===== src/rtl/uart_pkg.sv =====
// Shared constants and state encodings for the 8N1 UART PHY.
// Ports: none (package).
package uart_pkg;

  localparam int OVERSAMPLE = 16;
  localparam int DATA_BITS  = 8;
  localparam int BIT_W      = $clog2(DATA_BITS);

  localparam logic [3:0] TICK_S0   = 4'd7;
  localparam logic [3:0] TICK_S1   = 4'd8;
  localparam logic [3:0] TICK_S2   = 4'd9;
  localparam logic [3:0] TICK_LAST = 4'(OVERSAMPLE - 1);

  typedef enum logic [3:0] {
    RX_IDLE  = 4'b0001,
    RX_START = 4'b0010,
    RX_DATA  = 4'b0100,
    RX_STOP  = 4'b1000
  } rx_state_t;

  typedef enum logic [3:0] {
    TX_IDLE  = 4'b0001,
    TX_START = 4'b0010,
    TX_DATA  = 4'b0100,
    TX_STOP  = 4'b1000
  } tx_state_t;

  function automatic logic maj3(
    input logic a,
    input logic b,
    input logic c
  );
    return (a & b) | (a & c) | (b & c);
  endfunction

endpackage


===== src/rtl/uart_phy_rx.sv =====
// UART receive path: rxd/rdn synchronisers, RX FSM with 3-sample vote,
// dout/data_ready holding register. Ports: clk1_8m, rst, rxd, rdn,
// dout, data_ready, frame_err, overrun.
module uart_phy_rx
  import uart_pkg::*;
(
  input  logic                 clk1_8m,
  input  logic                 rst,
  input  logic                 rxd,
  input  logic                 rdn,
  output logic [DATA_BITS-1:0] dout,
  output logic                 data_ready,
  output logic                 frame_err,
  output logic                 overrun
);

  logic rx_s1, rx_s2, rx_d;
  logic rd_s1, rd_s2, rd_d;
  logic rx_fall, rd_fall;

  always_ff @(posedge clk1_8m or negedge rst) begin
    if (!rst) begin
      rx_s1 <= 1'b1;
      rx_s2 <= 1'b1;
      rx_d  <= 1'b1;
      rd_s1 <= 1'b1;
      rd_s2 <= 1'b1;
      rd_d  <= 1'b1;
    end else begin
      rx_s1 <= rxd;
      rx_s2 <= rx_s1;
      rx_d  <= rx_s2;
      rd_s1 <= rdn;
      rd_s2 <= rd_s1;
      rd_d  <= rd_s2;
    end
  end

  assign rx_fall = rx_d & ~rx_s2;
  assign rd_fall = rd_d & ~rd_s2;

  rx_state_t            state;
  logic [3:0]           tick;
  logic [BIT_W-1:0]     bit_cnt;
  logic                 v7, v8;
  logic [DATA_BITS-1:0] shreg;
  logic                 vote;

  assign vote = maj3(v7, v8, rx_s2);

  always_ff @(posedge clk1_8m or negedge rst) begin
    if (!rst) begin
      state      <= RX_IDLE;
      tick       <= '0;
      bit_cnt    <= '0;
      v7         <= 1'b1;
      v8         <= 1'b1;
      shreg      <= '0;
      dout       <= '0;
      data_ready <= 1'b0;
      frame_err  <= 1'b0;
      overrun    <= 1'b0;
    end else begin
      frame_err <= 1'b0;
      overrun   <= 1'b0;
      if (rd_fall) data_ready <= 1'b0;
      if (state != RX_IDLE) tick <= tick + 4'd1;
      if (tick == TICK_S0) v7 <= rx_s2;
      if (tick == TICK_S1) v8 <= rx_s2;
      unique case (state)
        RX_IDLE: begin
          // The edge is seen one sample after the first low sample,
          // so counting resumes at 2 to centre the votes on the bit.
          if (rx_fall) begin
            state <= RX_START;
            tick  <= 4'd2;
          end
        end
        RX_START: begin
          if (tick == TICK_S2 && vote) begin
            state <= RX_IDLE;
          end else if (tick == TICK_LAST) begin
            state   <= RX_DATA;
            bit_cnt <= '0;
          end
        end
        RX_DATA: begin
          if (tick == TICK_S2)
            shreg <= {vote, shreg[DATA_BITS-1:1]};
          if (tick == TICK_LAST) begin
            bit_cnt <= bit_cnt + 1'b1;
            if (bit_cnt == BIT_W'(DATA_BITS - 1))
              state <= RX_STOP;
          end
        end
        RX_STOP: begin
          // Leave half a bit early so the next start edge is never missed.
          if (tick == TICK_S2) begin
            state <= RX_IDLE;
            if (vote) begin
              dout       <= shreg;
              data_ready <= 1'b1;
              overrun    <= data_ready & ~rd_fall;
            end else begin
              frame_err <= 1'b1;
            end
          end
        end
        default: state <= RX_IDLE;
      endcase
    end
  end

endmodule


===== src/rtl/uart_phy.sv =====
// Byte-level 8N1 UART transceiver: TX FSM with wrn handshake and send_over,
// RX path in uart_phy_rx. Ports: clk1_8m, rst, rxd, txd, din, wrn, rdn,
// dout, data_ready, send_over, frame_err, overrun.
module uart_phy
  import uart_pkg::*;
(
  input  logic                 clk1_8m,
  input  logic                 rst,
  input  logic                 rxd,
  output logic                 txd,
  input  logic [DATA_BITS-1:0] din,
  input  logic                 wrn,
  input  logic                 rdn,
  output logic [DATA_BITS-1:0] dout,
  output logic                 data_ready,
  output logic                 send_over,
  output logic                 frame_err,
  output logic                 overrun
);

  uart_phy_rx u_rx (
    .clk1_8m    (clk1_8m),
    .rst        (rst),
    .rxd        (rxd),
    .rdn        (rdn),
    .dout       (dout),
    .data_ready (data_ready),
    .frame_err  (frame_err),
    .overrun    (overrun)
  );

  logic wr_s1, wr_s2, wr_d;
  logic wr_fall;

  always_ff @(posedge clk1_8m or negedge rst) begin
    if (!rst) begin
      wr_s1 <= 1'b1;
      wr_s2 <= 1'b1;
      wr_d  <= 1'b1;
    end else begin
      wr_s1 <= wrn;
      wr_s2 <= wr_s1;
      wr_d  <= wr_s2;
    end
  end

  assign wr_fall = wr_d & ~wr_s2;

  tx_state_t            state;
  logic [3:0]           tick;
  logic [BIT_W-1:0]     bit_cnt;
  logic [DATA_BITS-1:0] shreg;

  always_ff @(posedge clk1_8m or negedge rst) begin
    if (!rst) begin
      state     <= TX_IDLE;
      tick      <= '0;
      bit_cnt   <= '0;
      shreg     <= '0;
      txd       <= 1'b1;
      send_over <= 1'b0;
    end else begin
      if (state != TX_IDLE) tick <= tick + 4'd1;
      unique case (state)
        TX_IDLE: begin
          if (wr_fall) begin
            state     <= TX_START;
            tick      <= '0;
            shreg     <= din;
            txd       <= 1'b0;
            send_over <= 1'b0;
          end
        end
        TX_START: begin
          if (tick == TICK_LAST) begin
            state   <= TX_DATA;
            bit_cnt <= '0;
            txd     <= shreg[0];
          end
        end
        TX_DATA: begin
          if (tick == TICK_LAST) begin
            if (bit_cnt == BIT_W'(DATA_BITS - 1)) begin
              state <= TX_STOP;
              txd   <= 1'b1;
            end else begin
              bit_cnt <= bit_cnt + 1'b1;
              txd     <= shreg[1];
              shreg   <= shreg >> 1;
            end
          end
        end
        TX_STOP: begin
          if (tick == TICK_LAST) begin
            state     <= TX_IDLE;
            send_over <= 1'b1;
          end
        end
        default: state <= TX_IDLE;
      endcase
    end
  end

endmodule


===== config.mk =====
export PLATFORM = sky130hd
export DESIGN_NAME = uart_phy
export DESIGN_NICKNAME = d
export VERILOG_FILES = /design/src/rtl/uart_pkg.sv /design/src/rtl/uart_phy_rx.sv /design/src/rtl/uart_phy.sv
export SDC_FILE = /design/constraint.sdc
export NUM_CORES = 1
export LEC_CHECK = 0
export CAP_MARGIN = 20
export CORE_UTILIZATION = 50
export DETAILED_ROUTE_END_ITERATION = 10
export DONT_BUFFER_PORTS = 1
export HOLD_SLACK_MARGIN = 0.05
export SLEW_MARGIN = 10
export SYNTH_ARGS = -nofsm -noshare
export SYNTH_HDL_FRONTEND = slang
export SYNTH_HIERARCHICAL = 1
export SYNTH_SLANG_ARGS = --single-unit

===== constraint.sdc =====
create_clock -name clk1_8m -period 5.79 [get_ports clk1_8m]
set_input_delay 0.2895 -clock clk1_8m [delete_from_list [all_inputs] [get_ports clk1_8m]]
set_output_delay 0.2895 -clock clk1_8m [all_outputs]
set_load 0.005 [all_outputs]

==> flow_metrics.env, run 1 <==
export IMPL_outcome="completed"
export IMPL_ios=26
export IMPL_leakagePower_nw=1.49
export IMPL_io_buffers=0
export IMPL_slew_violations=0
export IMPL_dp_hpwl_um=3410
export IMPL_fin_crit_ns=2.41
export IMPL_drv_cap=0
export IMPL_netlist_area_um2=2800
export IMPL_cts_sinks=62
export IMPL_finalCoreUtilization=0.595
export IMPL_ys_top_cells_by_count="dfrtp_1 (48), a21oi_1 (14), dfstp_2 (14), inv_1 (14), nand2_1 (13)"
export IMPL_fp_coreArea_um2=5240
export IMPL_clockRootBuffer="clkbuf_8"
export IMPL_synthCells=236
export IMPL_antenna_found_initial=0
export IMPL_synth_top_area_frac=0.428
export IMPL_drive_gt1_frac=0.234
export IMPL_htreeDepth=3
export IMPL_worst_ep_required_time_ns=6.04
export IMPL_tightest_slew_ns=0.782
export IMPL_rows=26
export IMPL_synth_area_leaders="dfrtp_1 (43%), dfstp_2 (13%), mux2_2 (4.8%), mux2_4 (4.3%), ha_1 (4.0%)"
export IMPL_initial_core_util=0.535
export IMPL_holdPathStages=2
export IMPL_dp_cells=297
export IMPL_cp_slowest_cell="nor4b_1"
export IMPL_hold_ws_ns=0.110
export IMPL_synth_cell_types=49
export IMPL_p_per_area_nw_per_um2=369
export IMPL_clk_latency_ns=0.33
export IMPL_cpPeakStageDelay_ns=0.67
export IMPL_grt_pass1_vias=1825
export IMPL_reg2reg_depth=4
export IMPL_period_share=0.416
export IMPL_cp_end_kind="flop"
export IMPL_seq_area_um2=1570
export IMPL_worstSetupStartpointType="flop"
export IMPL_stdcell_area_um2=3120
export IMPL_fill_cells=434
export IMPL_synth_edff_count=0
export IMPL_yosysWarnings=6
export IMPL_cts_tree="built"
export IMPL_finClkSkew_ns=0.00316
export IMPL_ys_flop_type="dfrtp_1"
export IMPL_critical_path_cell_chain="nor4b_1 -> nand2_1 -> and2_0 -> a21oi_1"
export IMPL_crit_buf_inv=0
export IMPL_setup_tns_ns=0
export IMPL_cts_buffers=9
export IMPL_max_slew_margin_rel=0.472
export IMPL_seq_area_frac_synth=0.560
export IMPL_postCtsResizedCells=0
export IMPL_synth_seq_cells=62
export IMPL_postPlaceCellArea_um2=2850
export IMPL_path_max_fanout=12
export IMPL_cts_buffer_depth=2
export IMPL_cts_setup_buffers=0
export IMPL_grt_first_pass_wirelength_um=8410
export IMPL_dr_first_iter_drc_count=84
export IMPL_syn_area_per_cell_um2=11.9
export IMPL_fmax_mhz=415
export IMPL_ant_nets=0
export IMPL_crit_cells=4
export IMPL_gp_congestion=0.831
export IMPL_finalSetupViolations=0
export IMPL_wl_um=4890
export IMPL_postCtsHoldBufs=5
export IMPL_vias=1775
export IMPL_num_antenna_cells=0
export IMPL_gr_total_overflow=0
export IMPL_die_x_um=76.9
export IMPL_crit_type="flop to flop"
export IMPL_hp_class="input pin to flop"
export IMPL_fp_dieH_um=76.9
export IMPL_synth_nets=258
export IMPL_die_area_um2=5910
export IMPL_clk_pin_slew_ns=0.06
export IMPL_grt_max_degree=63
export IMPL_rsz0062_at_grt="no"
export IMPL_area_growth_pct=11.1
export IMPL_vias_per_cell=5.58
export IMPL_synth_async_reset_ratio=1.00
export IMPL_cp_arrival_ns=2.66
export IMPL_post_drt_wl_per_cell_um=15.4
export IMPL_yosysTopAreaCell="dfrtp_1"
export IMPL_multi_input_area_um2=1130
export IMPL_hold_viol=0
export IMPL_drt_pass1_iter_count=4
export IMPL_yosysMostFrequentCell="dfrtp_1"
export IMPL_nets=265
export IMPL_drc=0
export IMPL_worst_ir_drop_vdd_uv=193
export IMPL_crit_family="simple AND/OR/NAND/NOR gates"
export IMPL_fin_cells=318
export IMPL_grtUsageTotal=0.183
[path summary, 6_finish.rpt]
kind / from / to / slack [ns]
max in group asynchronous: rst / txd / 5.00
max reg2reg: state[0] / shreg[3] / 3.38
max: state[0] / shreg[3] / 3.38
min in group asynchronous: rst / shreg[0] / 0.50
min: din[7] / shreg[7] / 0.11
min reg2reg: u_rx/rx_s1 / u_rx/rx_s2 / 0.36
[logic make-up (layout without fill, tap and decap cells)]
kind of cell,Yosys count,in the layout,share of synthesized area
compound gates,51,51,0.112
buf+inv,24,36,0.0357
simple gates,63,63,0.139
xor+xnor,5,5,0.0156
mux,21,21,0.0946
fa+ha+maj,10,10,0.0437
flops,62,62,0.560
[power breakdown]
part | leakage (nW) | total (mW) | switching [mW] | internal [mW]
logic | 0.607 | 0.206 | 0.108 | 0.0980
registers | 0.780 | 0.569 | 0.0634 | 0.505
clock network | 0.106 | 0.376 | 0.156 | 0.220
total | 1.49 | 1.15 | 0.327 | 0.823
[cell type report]
class	instances	area share
well taps	70	0.0281
inverters	15	0.0181
flip-flops and latches	62	0.504
clock inverters	4	0.0145
clock buffers	12	0.0498
multi-input cells	150	0.364
repair buffers	5	0.0217
[cells in the final DEF (no fill, tap or decap), types with 3 or more instances in the layout]
master / netlist / routed
dfrtp_1: 48 / 48
a21oi_1: 14 / 14
inv_1: 14 / 14
dfstp_2: 14 / 14
nand2_1: 13 / 13
mux2_2: 12 / 12
o21ai_0: 11 / 11
clkbuf_8: 0 / 11
o22ai_1: 9 / 9
ha_1: 9 / 9
nor2_1: 8 / 8
nand3_1: 8 / 8
mux2_4: 8 / 8
nor2b_1: 4 / 4
xnor2_1: 4 / 4
nor3_1: 4 / 4
dlygate4sd3_1: 0 / 4
nand2b_1: 3 / 3
nor3b_1: 3 / 3
and3_1: 3 / 3
a22o_1: 3 / 3
clkinv_2: 0 / 3
[layer usage]
metal / vias up / track usage / part of all wire
li1: 856 / - / -
met1: 880 / 0.228 / 0.45
met2: 31 / 0.295 / 0.50
met3: 8 / 0.0536 / 0.037
met4: 0 / 0.0808 / 0.016
met5: - / 0 / 0
[worst register-to-register path: stages (launching register included)]
cell and delay, ns:
dfstp_2 0.63, nor4b_1 0.67, nand2_1 0.45, and2_0 0.39, a21oi_1 0.20
[through the flow]
step / power (mW) / setup slack, ns
after floorplan: 0.723 / 3.90
after global placement: 0.751 / 3.58
after detailed placement: 0.768 / 3.41
after CTS: 1.16 / 3.39
after global routing: 1.22 / 3.07
final: 1.15 / 3.38
[registers in the layout (all words and copies together) (netlist names), 3 cells and up]
register	count
state	4
u_rx/state	4
tick	4
u_rx/shreg	8
bit_cnt	3
u_rx/dout	8
shreg	8
u_rx/bit_cnt	3
u_rx/tick	4
(Power assumes the default switching activity.)
==> inputs of run 2 (changes only) <==
==> constraint.sdc (replaced) <==
create_clock -name clk1_8m -period 2.3 [get_ports clk1_8m]
set_input_delay 0.115 -clock clk1_8m [delete_from_list [all_inputs] [get_ports clk1_8m]]
set_output_delay 0.115 -clock clk1_8m [all_outputs]
set_load 0.005 [all_outputs]
==> flow_metrics.env, run 2 (synthesized netlist as in run 1, its figures left out) <==
export IMPL_rows=26
export IMPL_hp_class="input pin to async pin"
export IMPL_cts_sinks=62
export IMPL_htreeDepth=3
export IMPL_ant_nets=0
export IMPL_cp_arrival_ns=2.39
export IMPL_worstSetupStartpointType="flop"
export IMPL_die_area_um2=5910
export IMPL_ios=26
export IMPL_r2r_slack_ns=0.16
export IMPL_setup_tns_ns=0
export IMPL_worst_ir_drop_vdd_uv=562
export IMPL_antenna_found_initial=0
export IMPL_wl_um=5150
export IMPL_finalSetupViolations=0
export IMPL_cp_end_kind="flop"
export IMPL_dr_first_iter_drc_count=119
export IMPL_nets=275
export IMPL_grt_pass1_vias=1933
export IMPL_post_drt_wl_per_cell_um=15.7
export IMPL_finClkSkew_ns=0.00324
export IMPL_area_growth_pct=14.5
export IMPL_cts_buffer_depth=2
export IMPL_vias=1855
export IMPL_grt_max_degree=63
export IMPL_drv_cap=0
export IMPL_gp_congestion=0.884
export IMPL_cpPeakStageDelay_ns=0.57
export IMPL_gr_total_overflow=0
export IMPL_grtUsageTotal=0.191
export IMPL_postCtsResizedCells=0
export IMPL_outcome="completed"
export IMPL_grt_first_pass_wirelength_um=8760
export IMPL_clockRootBuffer="clkbuf_8"
export IMPL_num_antenna_cells=0
export IMPL_path_max_fanout=12
export IMPL_period_share=0.928
export IMPL_clk_latency_ns=0.33
export IMPL_r2r_start="state[1]"
export IMPL_leakagePower_nw=1.53
export IMPL_crit_end="shreg[5]"
export IMPL_rsz0062_at_grt="no"
export IMPL_fmax_mhz=468
export IMPL_cp_slowest_cell="or4b_4"
export IMPL_drive_gt1_frac=0.233
export IMPL_tightest_slew_ns=0.510
export IMPL_rr_endpoint="shreg[5]"
export IMPL_crit_type="flop to flop"
export IMPL_slew_violations=0
export IMPL_cts_tree="built"
export IMPL_crit_family="simple AND/OR/NAND/NOR gates"
export IMPL_io_buffers=0
export IMPL_dp_hpwl_um=3390
export IMPL_reg2reg_depth=4
export IMPL_crit_cells=4
export IMPL_hold_viol=0
export IMPL_vias_per_cell=5.66
export IMPL_crit_buf_inv=0
export IMPL_max_slew_margin_rel=0.657
export IMPL_cts_buffers=9
export IMPL_critical_path_cell_chain="or4b_4 -> or3_1 -> and2_0 -> a21oi_1"
export IMPL_fp_coreArea_um2=5240
export IMPL_fp_dieH_um=76.9
export IMPL_die_x_um=76.9
export IMPL_p_per_area_nw_per_um2=916
export IMPL_drc=0
export IMPL_initial_core_util=0.535
export IMPL_power_mw=2.94
export IMPL_clk_pin_slew_ns=0.07
export IMPL_final_common_cell="dfrtp_1"
export IMPL_fin_crit_ns=2.14
export IMPL_layout_common_cells="dfrtp_1 (48), a21oi_1 (14), inv_1 (14), dfstp_2 (14), nand2_1 (13)"
export IMPL_drt_pass1_iter_count=4
export IMPL_reg_top3="shreg (8), u_rx/dout (8), u_rx/shreg (8)"
export IMPL_critPathLaunch="state[1]"
export IMPL_worst_ep_required_time_ns=2.55
## run 2: timing repair
item,CTS,global route
buffers inserted,0,0
hold endpoints to repair,73,0
hold buffers,13,0
## run 2: worst min path at each step
stage                             to  from
after global routing      u_rx/rx_s1   rxd
after floorplan           bit_cnt[0]   rst
after global placement    bit_cnt[2]   rst
after CTS                 u_rx/rx_s1   rxd
after detailed placement  bit_cnt[2]   rst
final                     bit_cnt[1]   rst
## run 2: report_power, final
part / internal (mW) / switching (mW)
clock network: 0.530 / 0.419
logic: 0.272 / 0.284
registers: 1.27 / 0.165
total: 2.07 / 0.868
## run 2: per-layer routing
metal / vias to the layer above / global-route usage / wire [um]
met5: - / 0 / 0
li1: 874 / - / -
met3: 12 / 0.0333 / 178
met4: 0 / 0.108 / 102
met1: 926 / 0.237 / 2220
met2: 43 / 0.316 / 2650
## run 2: worst reg2reg max path: cells and delay by family (launching register included)
family	cells	cell delay, ns
AND/OR/NAND/NOR	3	1.36
flip-flops	1	0.50
AO/OA/AOI/OAI	1	0.20
## run 2: metrics by stage
stage	worst slack [ns]	std cells	utilization	cell area [um^2]	hold WS [ns]
2_1_floorplan	0.415	236	-	2800	-0.181
3_3_place_gp	0.286	299	0.547	2860	-0.179
3_5_place_dp	0.189	299	0.547	2860	-0.179
4_1_cts	0.185	328	0.613	3210	0.307
5_1_grt	0.0850	328	0.613	3210	0.312
6_report	0.164	328	0.613	3210	0.325
## run 2: final cells by class
cell class	instances	area (um^2)
Inverter	15	56.3
Sequential cell	62	1570
Multi-Input combinational cell	150	1130
Clock inverter	5	58.8
Clock buffer	11	141
Tap cell	70	87.6
Timing Repair Buffer	15	163
Fill cell	433	2030
